<file path="config.mk">
export PLATFORM = sky130hd
export DESIGN_NAME = fetch_stage
export DESIGN_NICKNAME = d
export VERILOG_FILES = /design/src/rtl/fetch_stage.sv
export SDC_FILE = /design/constraint.sdc
export NUM_CORES = 1
export LEC_CHECK = 0
export BUFFER_PORTS_ARGS = -buffer_cell sky130_fd_sc_hd__buf_2
export CAP_MARGIN = 20
export CORE_ASPECT_RATIO = 1.75
export CORE_UTILIZATION = 35
export CTS_CLUSTER_SIZE = 8
export DETAILED_ROUTE_END_ITERATION = 12
export GPL_TIMING_DRIVEN = 0
export PLACE_DENSITY = 0.69
export SETUP_SLACK_MARGIN = 0.02
export SYNTH_ARGS = -nofsm -noshare
export SYNTH_HDL_FRONTEND = slang
export SYNTH_SLANG_ARGS = --single-unit
</file>
<file path="constraint.sdc">
create_clock -name clk -period 2.3 [get_ports clk]
set_input_delay 0.575 -clock clk [delete_from_list [all_inputs] [get_ports clk]]
set_output_delay 0.575 -clock clk [all_outputs]
set_load 0.01 [all_outputs]
</file>
<file path="src/rtl/fetch_stage.sv">
// Instruction-fetch stage: owns the PC, drives instruction memory and
// captures the fetched word into the IF/ID pipeline register.
module fetch_stage #(
  parameter logic [31:0] RESET_PC  = 32'h0000_0000,
  parameter logic [31:0] NOP_INSTR = 32'h0000_0013
) (
  input  logic        clk,
  input  logic        rst_n,
  input  logic        stall_f,
  input  logic        stall_d,
  input  logic        flush_d,
  input  logic        pc_src_e,
  input  logic [31:0] pc_target_e,
  output logic [31:0] imem_addr,
  input  logic [31:0] imem_rd,
  output logic [31:0] pc_f,
  output logic [31:0] instr_d,
  output logic [31:0] pc_d,
  output logic [31:0] pc_plus4_d,
  output logic        valid_d,
  output logic [31:0] fetch_count
);

  localparam int unsigned XLEN = 32;

  logic [XLEN-1:0] pc_plus4_f;
  logic [XLEN-1:0] pc_next;

  // Sequential PC increment; wraps silently at the top of the address space.
  always_comb begin
    pc_plus4_f = pc_f + XLEN'(4);
  end

  // Next-PC select: redirect beats stall; redirect target is word-aligned.
  always_comb begin
    pc_next = pc_plus4_f;
    if (pc_src_e) begin
      pc_next = {pc_target_e[XLEN-1:2], 2'b00};
    end else if (stall_f) begin
      pc_next = pc_f;
    end
  end

  // PC register.
  always_ff @(posedge clk) begin
    if (!rst_n) begin
      pc_f <= RESET_PC;
    end else begin
      pc_f <= pc_next;
    end
  end

  // Memory address is the fetch PC itself; the read returns in the same cycle.
  assign imem_addr = pc_f;

  // IF/ID register and fetch counter: flush beats stall; only real loads count.
  always_ff @(posedge clk) begin
    if (!rst_n) begin
      instr_d     <= NOP_INSTR;
      pc_d        <= '0;
      pc_plus4_d  <= '0;
      valid_d     <= 1'b0;
      fetch_count <= '0;
    end else if (flush_d) begin
      instr_d     <= NOP_INSTR;
      pc_d        <= '0;
      pc_plus4_d  <= '0;
      valid_d     <= 1'b0;
    end else if (!stall_d) begin
      instr_d     <= imem_rd;
      pc_d        <= pc_f;
      pc_plus4_d  <= pc_plus4_f;
      valid_d     <= 1'b1;
      fetch_count <= fetch_count + XLEN'(1);
    end
  end

endmodule

</file>
== Word level (Yosys, flattened, before mapping) ==
Cells that the tools add are included.

* Output and inout bits: 193
* Input port bits: 70
* Word-level logic and storage cells: 18
* Bits in registers: 161

* Equality and inequality tests: 1
* Muxes and demuxes: 2
* Reductions and logical operators: 3
* Add/subtract/negate cells: 2
* Bitwise gates (word level): 3

{| class="wikitable"
|+ Operators by type and width
! kind !! number
|-
| $mux 32 || 2
|-
| $add 32x1->32 const B || 1
|-
| $add 32x3->32 const B || 1
|-
| $reduce_or 2->1 || 2
|-
| $not 1->1 || 3
|-
| $ne 2x1->1 const B || 1
|-
| $reduce_and 2->1 || 1
|}

== Logic depth before layout (Yosys ltp) ==
Gate-level depths: netlist (run 1).

* Depth after elaboration: 3
* Depth in mapped cells: 8
* Mapped depth without buffers: 6

== Worst setup path before layout (run 1) ==
Ideal clock, no wire load.

* Path kind: reg2reg
* Start point: register pc_f[2] (netlist: imem_addr[2])
* End point: register pc_plus4_d[28]
* Slack: 184 ps
* Period minus slack after synthesis: 2116 ps
* Cell stages (with the launch flop): 7
* Arrival: 2042 ps
* Required time: 2226 ps
* Cell sequence: dfxtp_1 ha_1 nand3_1 or2_2 or4b_4 nand2b_1 a31oi_1

* Longest elaborated chain between the ends: 1

{| class="wikitable"
|+ Ends and longest elaborated chain
! what !! RTL line !! source
|-
| start: declaration || 16 || <nowiki>output logic [31:0] pc_f,</nowiki>
|-
| start signal: assignment || 49 || <nowiki>pc_f <= pc_next;</nowiki>
|-
| $add 32x3->32 || 31 || <nowiki>pc_plus4_f = pc_f + XLEN'(4);</nowiki>
|-
| end signal: assignment || 72 || <nowiki>pc_plus4_d <= pc_plus4_f;</nowiki>
|-
| end: declaration || 19 || <nowiki>output logic [31:0] pc_plus4_d,</nowiki>
|}

No other way between the ends.
A chain may end at the register's enable or synchronous reset.

== Worst setup path after layout (run 1) ==
* Start point: register pc_f[4] (netlist: imem_addr[4])
* End point: register pc_plus4_d[23]

Same word-level chain as after synthesis.

==> impl_metrics.ini, run 1 <==
[global_routing]
grt_util_all_layers_pct = 21.29
grt_max_degree = 17
grt.overflow.total = 0
grt_pass1_vias = 6243
grt_pass1_wl_mm = 33.46
grt_antenna_before_repair = 1

[floorplanning]
die_y_um = 191.5
start_util_pct = 35.54
die_w_um = 110.3
core_mm2 = 0.02020
io_pins = 263
die_area_mm2 = 0.02112
num_rows = 69

[synth]
synth.area.top_cells = dfxtp_1 (43%), mux2i_1 (9.5%), xnor2_1 (6.3%)
synth_cell_types = 48
netlist_top_cells_count = dfxtp_1 (155), nor2_1 (86), mux2i_1 (68)
synth.most_common_cell = dfxtp_1
async_flop_share_pct = 0
synth_top_family_by_area = simple AND/OR/NAND/NOR gates
synth_seq_cells = 155
synth_xor_area_share_pct = 9.270
avgSynthCellArea_um2 = 8.953
synthAdderAreaFrac_pct = 0.3485
yosysSeqAreaShare_pct = 43.21
netlist_area_mm2 = 0.007181
synth_top_area_share_pct = 43.21
synth_compound_area_share_pct = 8.155
yosys_most_used_dff = dfxtp_1
synthCells = 802
synthSimpleGateAreaFrac_pct = 21.76
ys_warn_count = 0
synth-edff-count = 0
muxShareOfSynthArea_pct = 9.479
yosysTopAreaCell = dfxtp_1

[pwr]
power_density_mw_per_mm2 = 666.2
leakagePower_nw = 4.355
peakVddDrop_mv = 0.4941

[placed_design]
dpl.cell_count = 1309
place.gp.congestion = 0.8349
hpwl_mm = 16.94
port_buffers = 252

[timing]
period_minus_slack_ns = 2.221
timing.hold.ws_ns = 0.3573
setup_viol = 0
rsz0062_at_grt = yes
max_freq_ghz = 0.4503
fin_skew_ns = 0.009413
slew_headroom_pct = 44.80
worst_pin_slew_ns = 0.8280
fin_crit_sh_pct = 96.56
slew_violations = 0
hold_viol = 0

[finish]
instances_no_fill = 1343
n_fill_cell = 2047
final_util_pct = 46.50
area_growth_pct = 30.82
seqCellArea_mm2 = 0.003107
nNetsFinal = 1152
multi_input_area_mm2 = 0.003596
drive_above_1_share_pct = 33.21

[cts]
clock_latency_ns = 0.43
cts-htree-levels = 4
cts_sinks = 155
cts_tree = done
clk_path_buf_depth = 2
post_cts_buffers = 0
cts-buffers-inserted = 17
clkTransAtPathRegs_ns = 0.06
hold_buffers = 0
cts_root_buf = clkbuf_16

[critical_path]
required_ns = 2.66
cp_max_fo = 10
startpoint_type = flop
cp_data_arrival_time_ns = 2.58
path_class = flop to flop
endpoint_kind = flop
r2r_setup_slack_ns = 0.08

[detailed_routing]
via_count = 6579
drtIter0Drc = 296
avgViaCountPerCell = 4.899
routed_wl_mm = 22.31
drt.antenna.violating_nets = 0
firstDrtPassIters = 4
drc_errors = 0
wire_per_inst_um = 16.61

[min_path]
hp-class = primary input to flop

[status]
status = finished clean

[flow_run]
max-cap-violations = 0
[power breakdown]
part	switching, W	total [W]	internal (W)	leakage, nW
combinational	0.000401	0.000724	0.000323	2.82
sequential	0.0000876	0.00286	0.00277	1.26
clock	0.00114	0.00267	0.00153	0.267
total	0.00163	0.00626	0.00463	4.36
[timing repair]
| item | 4_1_cts | 5_1_grt |
|---|---|---|
| gates resized for setup | 5 | 8 |
| pin swaps | 0 | 0 |
| endpoints found under the setup margin | 11 | 9 |
[critical path, stage by stage (launching register included)]
cell and delay (ns):
dfxtp_1 0.38, buf_2 0.25, nand4_2 0.15, buf_6 0.19, or3_4 0.43, buf_6 0.17, or4_1 0.42, a31oi_1 0.17
[flip-flops by register name, summed over array words and instances (netlist names)]
signal,cells
pc_plus4_d,30
fetch_count,32
instr_d,32
imem_addr,30
pc_d,30
valid_d,1
[layout make-up]
type / count / share of cell area (%)
Inverter: 7 / 0.2797
Tap cell: 248 / 3.303
Clock inverter: 12 / 1.052
Multi-Input combinational cell: 553 / 38.28
Timing Repair Buffer: 252 / 13.43
Clock buffer: 20 / 4.861
Antenna cell: 2 / 0.05328
Sequential cell: 155 / 33.07
Buffer: 94 / 5.674
[path summary, 6_finish.rpt]
check	cells after the start	from	to
worst max-delay path	7	imem_addr[4]$_SDFFE_PN0P_	pc_plus4_d[23]$_SDFFE_PP0N_
worst min-delay path	3	imem_rd[1]	instr_d[1]$_SDFFE_PP1N_
worst max register to register	7	imem_addr[4]$_SDFFE_PN0P_	pc_plus4_d[23]$_SDFFE_PP0N_
worst min register to register	2	pc_plus4_d[9]$_SDFFE_PP0N_	pc_plus4_d[9]$_SDFFE_PP0N_
[metal layers]
metal  part of all wire (%)  track usage (%)  wire (um)  vias to the layer above
li1                       -                -          -                     3241
met1                     39            22.68       8593                     3089
met4                    3.9            11.64        873                        0
met3                    5.7            4.739       1265                       44
met2                     52            37.86      11570                      205
met5                      0                0          0                        -
[cell usage in the layout (no fill, tap or decap), drive strengths merged, types with 3 or more instances in the layout]
cell type and n:
buf 308, dfxtp 155, nor2 86, mux2i 68
clkbuf 58, o21ai 57, xnor2 52, nand2 51
a21oi 38, and2 36, nand3 26, xor2 24
nand4 22, nor3 17, nor4 10, and3 9
conb 8, inv 7, clkinv 7, or3 7
nor2b 6, nand2b 5, and4 4, clkinvlp 4
a21boi 3, a31oi 3, or4 3
[metrics by stage]
step / area, um2 / setup TNS, ns / power [W] / setup slack (ns)
5_1_grt: 9392 / -0.04689 / 0.006514 / -0.04152
2_1_floorplan: 7207 / 0 / 0.003330 / 0.1843
4_1_cts: 9350 / 0 / 0.006319 / 0.06308
3_3_place_gp: 8778 / -3.110 / 0.003628 / -0.1670
6_report: 9394 / 0 / 0.006258 / 0.07902
3_5_place_dp: 8778 / -4.594 / 0.003637 / -0.1619
[cells by family after synthesis]
group                      after synthesis
muxes                                   68
xor gates and xnor gates                76
buffers and inverters                  101
DFF                                    155
other                                    1
adders and majority gates                2
and+or+nand+nor                        290
AOI/OAI and AO/OA                      109
Power figures use the tool's default switching activity.
==> run 2: changes to the inputs <==
Settings changed: CTS_BUF_LIST from default to sky130_fd_sc_hd__clkbuf_8, RECOVER_POWER from default to 100.
==> run 2 against run 1 <==
Net effect:
- wire length barely moved
- die area unchanged
- power is 12% lower
==> impl_metrics.ini, run 2 (same netlist as run 1, synthesis figures left out) <==
[status]
status = finished clean

[flow_run]
max-cap-violations = 0

[timing]
period_minus_slack_ns = 2.211
worst_pin_slew_ns = 0.8227
rsz0062_at_grt = yes
slew_violations = 0
slew_headroom_pct = 45.15
fin_crit_sh_pct = 96.11
max_freq_ghz = 0.4524
setup_viol = 0
hold_viol = 0
fin_skew_ns = 0.01144
timing.hold.ws_ns = 0.3243
fin_tns_setup_ns = 0

[pwr]
leakagePower_nw = 3.715
power_density_mw_per_mm2 = 611.1
peakVddDrop_mv = 0.3753

[critical_path]
startpoint_type = flop
cpPeakStageDelay_ns = 0.43
cp_data_arrival_time_ns = 2.58
cp_max_fo = 10
cp_slowest_cell = or3_4
required_ns = 2.67
crit_path_cell_trace = buf_2, nand4_2, buf_6, or3_4, buf_6, nor3_1, xor2_1, o211a_1
endpoint_kind = flop
crit_top_cell = buf_6
path_class = flop to flop

[floorplanning]
die_y_um = 191.5
io_pins = 263
core_mm2 = 0.02020
num_rows = 69
start_util_pct = 35.54
die_w_um = 110.3
die_area_mm2 = 0.02112

[cts]
clk_path_buf_depth = 2
clock_latency_ns = 0.46
cts-buffers-inserted = 17
cts_root_buf = clkbuf_8
cts-htree-levels = 4
cts_sinks = 155
hold_buffers = 0
cts_tree = done
clkTransAtPathRegs_ns = 0.09

[placed_design]
port_buffers = 252
place.gp.congestion = 0.8349
hpwl_mm = 16.94
dpl_cell_area_mm2 = 0.008778

[finish]
area_growth_pct = 25.74
drive_above_1_share_pct = 20.77
n_fill_cell = 2140
nNetsFinal = 1152
multi_input_area_mm2 = 0.003593
final_area_mm2 = 0.009029
final_cell_mix = clkbuf_1 (166), dfxtp_1 (152), buf_2 (124)
reg_top3 = fetch_count: 32 flops, instr_d: 32 flops
seqCellArea_mm2 = 0.003107
layout_commonest_cell = clkbuf_1

[global_routing]
grt_util_all_layers_pct = 21.26
grt_max_degree = 17
grt_pass1_wl_mm = 33.42
grt_pass1_vias = 6246
grt.overflow.total = 0
grt_antenna_before_repair = 1

[detailed_routing]
drt.antenna.violating_nets = 0
routed_wl_mm = 22.29
drc_errors = 0
via_count = 6570
wire_per_inst_um = 16.61
drtIter0Drc = 296
firstDrtPassIters = 5
avgViaCountPerCell = 4.896

[min_path]
hp-class = primary input to flop
==> run 2: changes by cell type in the layout (fill, tap and decap cells not counted), sizes merged <==
cell and change:
diode -1, clkbuf +134, buf -135, inv +1
==> run 2: cell type report <==
type                            instances  area share [%]
Timing Repair Buffer                  252           12.10
Clock buffer                           19           2.896
Buffer                                 94           5.904
Inverter                                7          0.2910
Tap cell                              248           3.437
Multi-Input combinational cell        553           39.80
Sequential cell                       155           34.41
Antenna cell                            1         0.02772
Clock inverter                         13           1.136
==> run 2: worst paths after layout <==
| kind | start | cells after the start | endpoint | slack, ns |
|---|---|---|---|---|
| hold / removal | imem_rd[1] | 3 | instr_d[1]$_SDFFE_PP1N_ | 0.32 |
| setup reg to reg | imem_addr[4]$_SDFFE_PN0P_ | 8 | imem_addr[17]$_SDFFE_PN0P_ | 0.09 |
| setup / recovery | imem_addr[4]$_SDFFE_PN0P_ | 8 | imem_addr[17]$_SDFFE_PN0P_ | 0.09 |
| hold reg to reg | pc_plus4_d[9]$_SDFFE_PP0N_ | 2 | pc_plus4_d[9]$_SDFFE_PP0N_ | 0.47 |
==> run 2: critical path: cells and delay by family, from the launching register on <==
kind / cells / cell delay, ns
flops: 1 / 0.39
compound gates: 1 / 0.21
buf+inv: 3 / 0.60
simple gates: 3 / 0.81
xor+xnor: 1 / 0.10
==> run 2: where the power goes <==
part / switching, W / leakage (nW) / internal, W / total, W
Clock: 0.00106 / 0.184 / 0.000896 / 0.00196
Sequential: 0.0000894 / 1.26 / 0.00277 / 0.00286
Combinational: 0.000401 / 2.27 / 0.000304 / 0.000705
==> run 2: routing by layer <==
layer	wire length, um	up-vias	part of all wire (%)	track usage (%)
met5	0	-	0	0
met4	885	0	4.0	11.44
met3	1164	47	5.2	5.012
met2	11590	197	52	37.82
met1	8643	3089	39	22.54
li1	-	3237	-	-
==> run 2: timing repair <==
item / CTS / global route
cloned: 0 / 0
endpoints found under the setup margin: 11 / 10
endpoints found under the hold margin: 0 / 0
resized for setup: 5 / 8
setup buffers: 0 / 0
==> run 2: through the flow <==
step	power, W	instances	utilization (%)	setup WS (ns)
floorplan	0.003330	809	-	0.1843
global placement	0.003628	1309	43.45	-0.1670
detailed placement	0.003637	1309	43.45	-0.1619
CTS	0.005595	1341	45.34	0.06173
global route	0.005780	1342	44.69	-0.04824
finish	0.005517	1342	44.69	0.08938
